`config.mk`:
```
export PLATFORM = sky130hd
export DESIGN_NAME = fp32_mult_pipelined_flat
export DESIGN_NICKNAME = d
export VERILOG_FILES = /design/src/rtl/fp32_pkg.sv /design/src/rtl/fp32_mult_pipelined_if.sv /design/src/rtl/fp32_round_ne.sv /design/src/rtl/fp32_mult_pipelined.sv /design/src/flat_wrapper.sv
export SDC_FILE = /design/constraint.sdc
export NUM_CORES = 2
export LEC_CHECK = 0
export ABC_CLOCK_PERIOD_IN_PS = 8100
export CAP_MARGIN = 25
export CELL_PAD_IN_SITES_DETAIL_PLACEMENT = 1
export CELL_PAD_IN_SITES_GLOBAL_PLACEMENT = 2
export CORE_ASPECT_RATIO = 0.9
export CORE_MARGIN = 2
export CORE_UTILIZATION = 42
export DETAILED_ROUTE_END_ITERATION = 12
export GPL_ROUTABILITY_DRIVEN = 0
export PLACE_DENSITY = 0.87
export SYNTH_ARGS = -nofsm -noshare
export SYNTH_HDL_FRONTEND = slang
export SYNTH_SLANG_ARGS = --single-unit
```
`constraint.sdc`:
```
create_clock -name clk -period 8.1 [get_ports clk]
set_input_delay 1.62 -clock clk [delete_from_list [all_inputs] [get_ports clk]]
set_output_delay 1.62 -clock clk [all_outputs]
set_load 0.01 [all_outputs]
```
`src/rtl/fp32_pkg.sv`:
```
// Shared binary32 definitions for the pipelined FP32 multiplier.
// Field widths, biases, the canonical quiet NaN and an operand classifier.
package fp32_pkg;

  localparam int unsigned WIDTH   = 32;
  localparam int unsigned EXP_W   = 8;
  localparam int unsigned MAN_W   = 23;
  localparam int unsigned EXPS_W  = 10;
  localparam int unsigned PROD_W  = 48;
  localparam int unsigned BIAS    = 127;
  localparam int unsigned EXP_MAX = 255;
  localparam int unsigned LATENCY = 4;
  localparam logic [WIDTH-1:0] QNAN = 32'h7FC0_0000;

  typedef struct packed {
    logic             sign;
    logic [EXP_W-1:0] exp;
    logic [MAN_W-1:0] man;
  } fp32_t;

  typedef struct packed {
    logic zero;
    logic inf;
    logic nan;
  } fp_class_t;

  // Denormals have a zero exponent and are therefore reported as zero.
  function automatic fp_class_t classify(input fp32_t x);
    fp_class_t c;
    c.zero = (x.exp == '0);
    c.inf  = (x.exp == '1) && (x.man == '0);
    c.nan  = (x.exp == '1) && (x.man != '0);
    return c;
  endfunction

endpackage

```
`src/rtl/fp32_mult_pipelined_if.sv`:
```
// Operand/result bundle for fp32_mult_pipelined; master drives operands.
interface fp32_mult_pipelined_if;
  import fp32_pkg::*;

  logic             start;
  logic [WIDTH-1:0] a;
  logic [WIDTH-1:0] b;
  logic [WIDTH-1:0] result;
  logic             done;
  logic             overflow;
  logic             underflow;

  modport master (output start, a, b, input result, done, overflow, underflow);
  modport slave  (input start, a, b, output result, done, overflow, underflow);
endinterface

```
`src/rtl/fp32_round_ne.sv`:
```
// Normalizes a 48-bit significand product and rounds to nearest, ties to even.
module fp32_round_ne
  import fp32_pkg::*;
(
  input  logic        [PROD_W-1:0] prod_i,
  input  logic signed [EXPS_W-1:0] exp_i,
  output logic        [MAN_W-1:0]  man_o,
  output logic signed [EXPS_W-1:0] exp_o
);
  logic [MAN_W-1:0]         man_pre;
  logic                     guard, rnd, sticky, up;
  logic signed [EXPS_W-1:0] exp_n;
  logic [MAN_W:0]           sum;

  always_comb begin
    if (prod_i[47]) begin
      man_pre = prod_i[46:24];
      guard   = prod_i[23];
      rnd     = prod_i[22];
      sticky  = |prod_i[21:0];
      exp_n   = exp_i + 10'sd1;
    end else begin
      man_pre = prod_i[45:23];
      guard   = prod_i[22];
      rnd     = prod_i[21];
      sticky  = |prod_i[20:0];
      exp_n   = exp_i;
    end
    up    = guard & (rnd | sticky | man_pre[0]);
    sum   = {1'b0, man_pre} + {{MAN_W{1'b0}}, up};
    // A carry out means the significand wrapped to 1.0; the mantissa is already zero.
    man_o = sum[MAN_W-1:0];
    exp_o = sum[MAN_W] ? exp_n + 10'sd1 : exp_n;
  end
endmodule

```
`src/rtl/fp32_mult_pipelined.sv`:
```
// Four-stage binary32 multiplier: one pair per cycle, flush-to-zero, RNE rounding.
module fp32_mult_pipelined
  import fp32_pkg::*;
(
  input logic                  clk,
  input logic                  rst_n,
  fp32_mult_pipelined_if.slave bus
);
  logic                     v0_q, v1_q, v2_q, v3_q;
  fp32_t                    a0_q, b0_q;
  logic                     sa1_q, sb1_q, s2_q, s3_q;
  logic [EXP_W-1:0]         ea1_q, eb1_q;
  logic [MAN_W:0]           ma1_q, mb1_q;
  fp_class_t                ca, cb, cls1_d, cls1_q, cls2_q, cls3_q;
  logic signed [EXPS_W-1:0] e2_d, e2_q, e3_d, e3_q;
  logic [PROD_W-1:0]        p2_d, p2_q;
  logic [MAN_W-1:0]         m3_d, m3_q;
  logic [WIDTH-1:0]         result_d, result_q;
  logic                     ovf_d, ovf_q, unf_d, unf_q, done_q;

  always_comb begin
    ca = classify(a0_q);
    cb = classify(b0_q);
    cls1_d.nan  = ca.nan | cb.nan | (ca.inf & cb.zero) | (ca.zero & cb.inf);
    cls1_d.inf  = ca.inf | cb.inf;
    cls1_d.zero = ca.zero | cb.zero;
  end

  always_comb begin
    e2_d = $signed({2'b00, ea1_q}) + $signed({2'b00, eb1_q}) - $signed(10'(BIAS));
    p2_d = PROD_W'(ma1_q) * PROD_W'(mb1_q);
  end

  fp32_round_ne u_round (
    .prod_i (p2_q),
    .exp_i  (e2_q),
    .man_o  (m3_d),
    .exp_o  (e3_d)
  );

  // Special operands take priority over range checks; bubbles hold the last result.
  always_comb begin
    result_d = result_q;
    ovf_d    = ovf_q;
    unf_d    = unf_q;
    if (v3_q) begin
      ovf_d = 1'b0;
      unf_d = 1'b0;
      if (cls3_q.nan) begin
        result_d = QNAN;
      end else if (cls3_q.inf) begin
        result_d = {s3_q, 8'hFF, 23'h0};
      end else if (cls3_q.zero) begin
        result_d = {s3_q, 31'h0};
      end else if (e3_q >= $signed(10'(EXP_MAX))) begin
        result_d = {s3_q, 8'hFF, 23'h0};
        ovf_d    = 1'b1;
      end else if (e3_q <= 10'sd0) begin
        result_d = {s3_q, 31'h0};
        unf_d    = 1'b1;
      end else begin
        result_d = {s3_q, e3_q[EXP_W-1:0], m3_q};
      end
    end
  end

  always_ff @(posedge clk or negedge rst_n) begin
    if (!rst_n) begin
      v0_q     <= 1'b0;
      a0_q     <= '0;
      b0_q     <= '0;
      v1_q     <= 1'b0;
      sa1_q    <= 1'b0;
      sb1_q    <= 1'b0;
      ea1_q    <= '0;
      eb1_q    <= '0;
      ma1_q    <= '0;
      mb1_q    <= '0;
      cls1_q   <= '0;
      v2_q     <= 1'b0;
      s2_q     <= 1'b0;
      e2_q     <= '0;
      p2_q     <= '0;
      cls2_q   <= '0;
      v3_q     <= 1'b0;
      s3_q     <= 1'b0;
      e3_q     <= '0;
      m3_q     <= '0;
      cls3_q   <= '0;
      result_q <= '0;
      done_q   <= 1'b0;
      ovf_q    <= 1'b0;
      unf_q    <= 1'b0;
    end else begin
      v0_q     <= bus.start;
      a0_q     <= bus.a;
      b0_q     <= bus.b;
      v1_q     <= v0_q;
      sa1_q    <= a0_q.sign;
      sb1_q    <= b0_q.sign;
      ea1_q    <= a0_q.exp;
      eb1_q    <= b0_q.exp;
      ma1_q    <= {1'b1, a0_q.man};
      mb1_q    <= {1'b1, b0_q.man};
      cls1_q   <= cls1_d;
      v2_q     <= v1_q;
      s2_q     <= sa1_q ^ sb1_q;
      e2_q     <= e2_d;
      p2_q     <= p2_d;
      cls2_q   <= cls1_q;
      v3_q     <= v2_q;
      s3_q     <= s2_q;
      e3_q     <= e3_d;
      m3_q     <= m3_d;
      cls3_q   <= cls2_q;
      result_q <= result_d;
      done_q   <= v3_q;
      ovf_q    <= ovf_d;
      unf_q    <= unf_d;
    end
  end

  assign bus.result    = result_q;
  assign bus.done      = done_q;
  assign bus.overflow  = ovf_q;
  assign bus.underflow = unf_q;
endmodule

```
`src/flat_wrapper.sv`:
```
// flat-port wrapper written by rule: the top's interface ports become plain ports
module fp32_mult_pipelined_flat import fp32_pkg::*;
  (clk, rst_n, bus_start, bus_a, bus_b, bus_result, bus_done, bus_overflow, bus_underflow);
  fp32_mult_pipelined_if bus_i ();
  input logic clk;
  input logic rst_n;
  input wire logic [$bits(bus_i.start)-1:0] bus_start;
  input wire logic [$bits(bus_i.a)-1:0] bus_a;
  input wire logic [$bits(bus_i.b)-1:0] bus_b;
  output wire logic [$bits(bus_i.result)-1:0] bus_result;
  output wire logic [$bits(bus_i.done)-1:0] bus_done;
  output wire logic [$bits(bus_i.overflow)-1:0] bus_overflow;
  output wire logic [$bits(bus_i.underflow)-1:0] bus_underflow;
  assign bus_i.start = bus_start;
  assign bus_i.a = bus_a;
  assign bus_i.b = bus_b;
  assign bus_result = bus_i.result;
  assign bus_done = bus_i.done;
  assign bus_overflow = bus_i.overflow;
  assign bus_underflow = bus_i.underflow;
  fp32_mult_pipelined u_core (.clk(clk), .rst_n(rst_n), .bus(bus_i));
endmodule
```
==> run summary <==
CP required -> 8.56 ns
H-Tree Level Count -> 1
Clock Path Buffers -> 3
top-count cell post-synth -> inv_1
vias per std cell -> 5.181
Worst slew margin -> 30.44%
wire per inst -> 20.52 µm
Distinct cells, synth -> 66
TritonCTS clock tree -> done
initial antenna violation count -> 3
die height -> 250.0 µm
drt initial violations -> 980
CORE AREA -> 66780 µm²
Starting Density -> 42.30%
Crit Path Category -> flop to flop
antenna-violating nets left -> 0
crit-path max cell delay -> 0.97 ns
Area growth, synth to finish -> 10.62%
Worst-path clk slew -> 0.07 ns
ys async rst share -> 100.0%
# diodes -> 0
vias post-DR -> 19564
WL final -> 77480 µm
Root Driver -> clkbuf_16
PortBufs -> 101
global-route wire length before repair -> 126400 µm
Mapped Nets -> 3569
area share of the largest cell type after synthesis -> 34.23%
Worst Path Buf+Inv -> 4
slew at the pin with the worst max-slew slack -> 1.043 ns
# IOs -> 102
dominant synthesized flop cell -> dfrtp_1
leading post-synthesis cells by cell area -> fa_1, dfrtp_1, ha_1
Layout Skew -> 0.05109 ns
critical path launch point type -> flop
proportion of layout cells with a drive suffix above 1 -> 4.066%
most instantiated cells after synthesis -> inv_1, fa_1, nand2_1
hold_buf cts -> 0
Fmax -> 0.1299 GHz
Hold Slack -> 0.3486 ns
nets@finish -> 3617
GRT Total Usage -> 23.19%
number of setup violations in the final report -> 0
family with the most delay on the worst path -> adder cells
CP most frequent cell -> fa_1
period utilization -> 95.06%
Post-CTS Setup Bufs -> 0
number of flops mapped to enable cells by yosys -> 0
Synth Register Bits -> 270
post-synthesis cell count -> 2832
minimum clock period -> 7.700 ns
total CTS buffers -> 30
worst skew pair latency -> 0.62 ns
sequential share of the synthesized area -> 23.92%
Die W -> 277.4 µm
max layer used -> met5
WL met1 -> 32490 µm
vias in the first global route -> 23170
CTS sink count -> 270
die area -> 69350 µm²
type of the most critical hold path -> flop to flop
Critical Path Sink Type -> flop
final hold vios -> 0
HPWL Detailed -> 62310 µm
met3 WL -> 3146 µm
post-synthesis instance area -> 28250 µm²
worst-path fanout max -> 19
Worst EP arrival -> 8.16 ns
status -> finished, final reports clean
Core Util, Final -> 46.80%
Overflow after GRT -> 0
FP Rows -> 90
crit path cell chain -> and2_1 -> fa_1 -> fa_1 -> inv_1 -> fa_1 -> fa_1 -> inv_1 -> fa_1 -> fa_1 -> inv_1 -> fa_1 -> inv_1 -> ha_1 -> a21oi_1 -> o21a_1 -> and3_1 -> a2111oi_2 -> a211oi_1 -> o31ai_1 -> a21oi_1 -> xnor2_1
Syn Area/Cell -> 9.975 µm²
post-route setup TNS -> 0 ns
Slew Limit Fails -> 0
metal2 WL -> 39170 µm
cell with the largest stage delay on the worst path -> dfrtp_1
Post-route DRC -> 0
max cap viols -> 0
Yosys warning count -> 0
largest net degree at the start of global routing -> 144
area leader, netlist -> fa_1
Pre-Repair DR Iteration Count -> 5
RSZ-0062 raised after global routing -> no
==> through the flow <==
stage | cells | worst slack (ns) | area (µm²)
6_report | 3776 | 0.4005 | 31250
5_1_grt | 3776 | 0.04616 | 31250
4_1_cts | 3775 | 0.3689 | 31220
3_5_place_dp | 3721 | 0.5061 | 30230
3_3_place_gp | 3721 | 0.7297 | 30230
2_1_floorplan | 2832 | 1.495 | 28250
==> placed cells by master (no fill, tap or decap), drive strengths merged, types with 25 or more instances in the layout <==
cell type,n
dfrtp,270
nand3,29
a22o,25
nand4,26
clkbuf,38
a21oi,71
buf,53
o21ai,38
xnor2,65
xor2,40
and2,316
inv,562
nor2,57
nand2,347
fa,483
ha,187
clkdlybuf4s50,100
==> cells by family (layout without fill, tap and decap cells) <==
family	Yosys count	count (layout)	share of synthesized area [%]
buffers and inverters	698	768	9.328
muxes	18	18	0.6644
and+or+nand+nor	846	846	15.04
AOI/OAI and AO/OA	224	224	5.275
xor gates and xnor gates	105	105	3.255
DFF	270	270	23.92
other	1	1	0.01327
adders and majority gates	670	670	42.51
==> final timing paths <==
kind                             startpoint                    end  slack, ns  cells after the start
hold reg to reg                 u_core.v0_q            u_core.v1_q       0.35                      0
setup / recovery           u_core.ma1_q[23]        u_core.p2_q[46]       0.40                     21
min in group asynchronous             rst_n  u_core.bus.result[20]       0.95                      1
max in group asynchronous             rst_n        u_core.ma1_q[3]       6.08                      2
setup reg to reg           u_core.ma1_q[23]        u_core.p2_q[46]       0.40                     21
hold / removal                  u_core.v0_q            u_core.v1_q       0.35                      0
==> registers in the layout, indices dropped and copies added, names as in the netlist, 3 cells and up <==
signal / cells
u_core.m3_q: 23
u_core.cls2_q: 3
u_core.a0_q: 32
u_core.cls3_q: 3
u_core.p2_q: 48
u_core.ea1_q: 8
u_core.ma1_q: 24
u_core.cls1_q: 3
u_core.e2_q: 10
u_core.mb1_q: 23
u_core.b0_q: 32
u_core.e3_q: 10
u_core.eb1_q: 8
u_core.bus.result: 32
==> metal layers <==
| metal | global-route usage (%) | up-vias |
|---|---|---|
| li1 | - | 8649 |
| met1 | 29.76 | 10365 |
| met2 | 40.42 | 391 |
| met3 | 3.286 | 155 |
| met4 | 7.391 | 4 |
| met5 | 0 | - |
==> layout make-up <==
cell class / count / area (µm²)
clock buffer: 38 / 840.8
clock inverter: 16 / 152.6
inverter: 561 / 2106
sequential: 270 / 6759
tap: 874 / 1094
fill: 7420 / 35530
multi-input combinational: 1864 / 18860
timing repair buffer: 153 / 1439
==> worst reg2reg max path, delay by kind of cell (launching register included) <==
family / cells / cell delay [ns]
flops: 1 / 0.97
compound gates: 6 / 1.78
simple gates: 2 / 0.45
xor+xnor: 1 / 0.14
buf+inv: 4 / 0.26
fa+ha+maj: 8 / 3.93
==> what timing repair did <==
action / 4_1_cts / 5_1_grt
endpoints found under the setup margin: 0 / 1
gates resized for setup: 0 / 1
endpoints found under the hold margin: 0 / 0
Power is not shown: default switching activity piles up to over one toggle a cycle in this logic, so the estimate is an artifact.
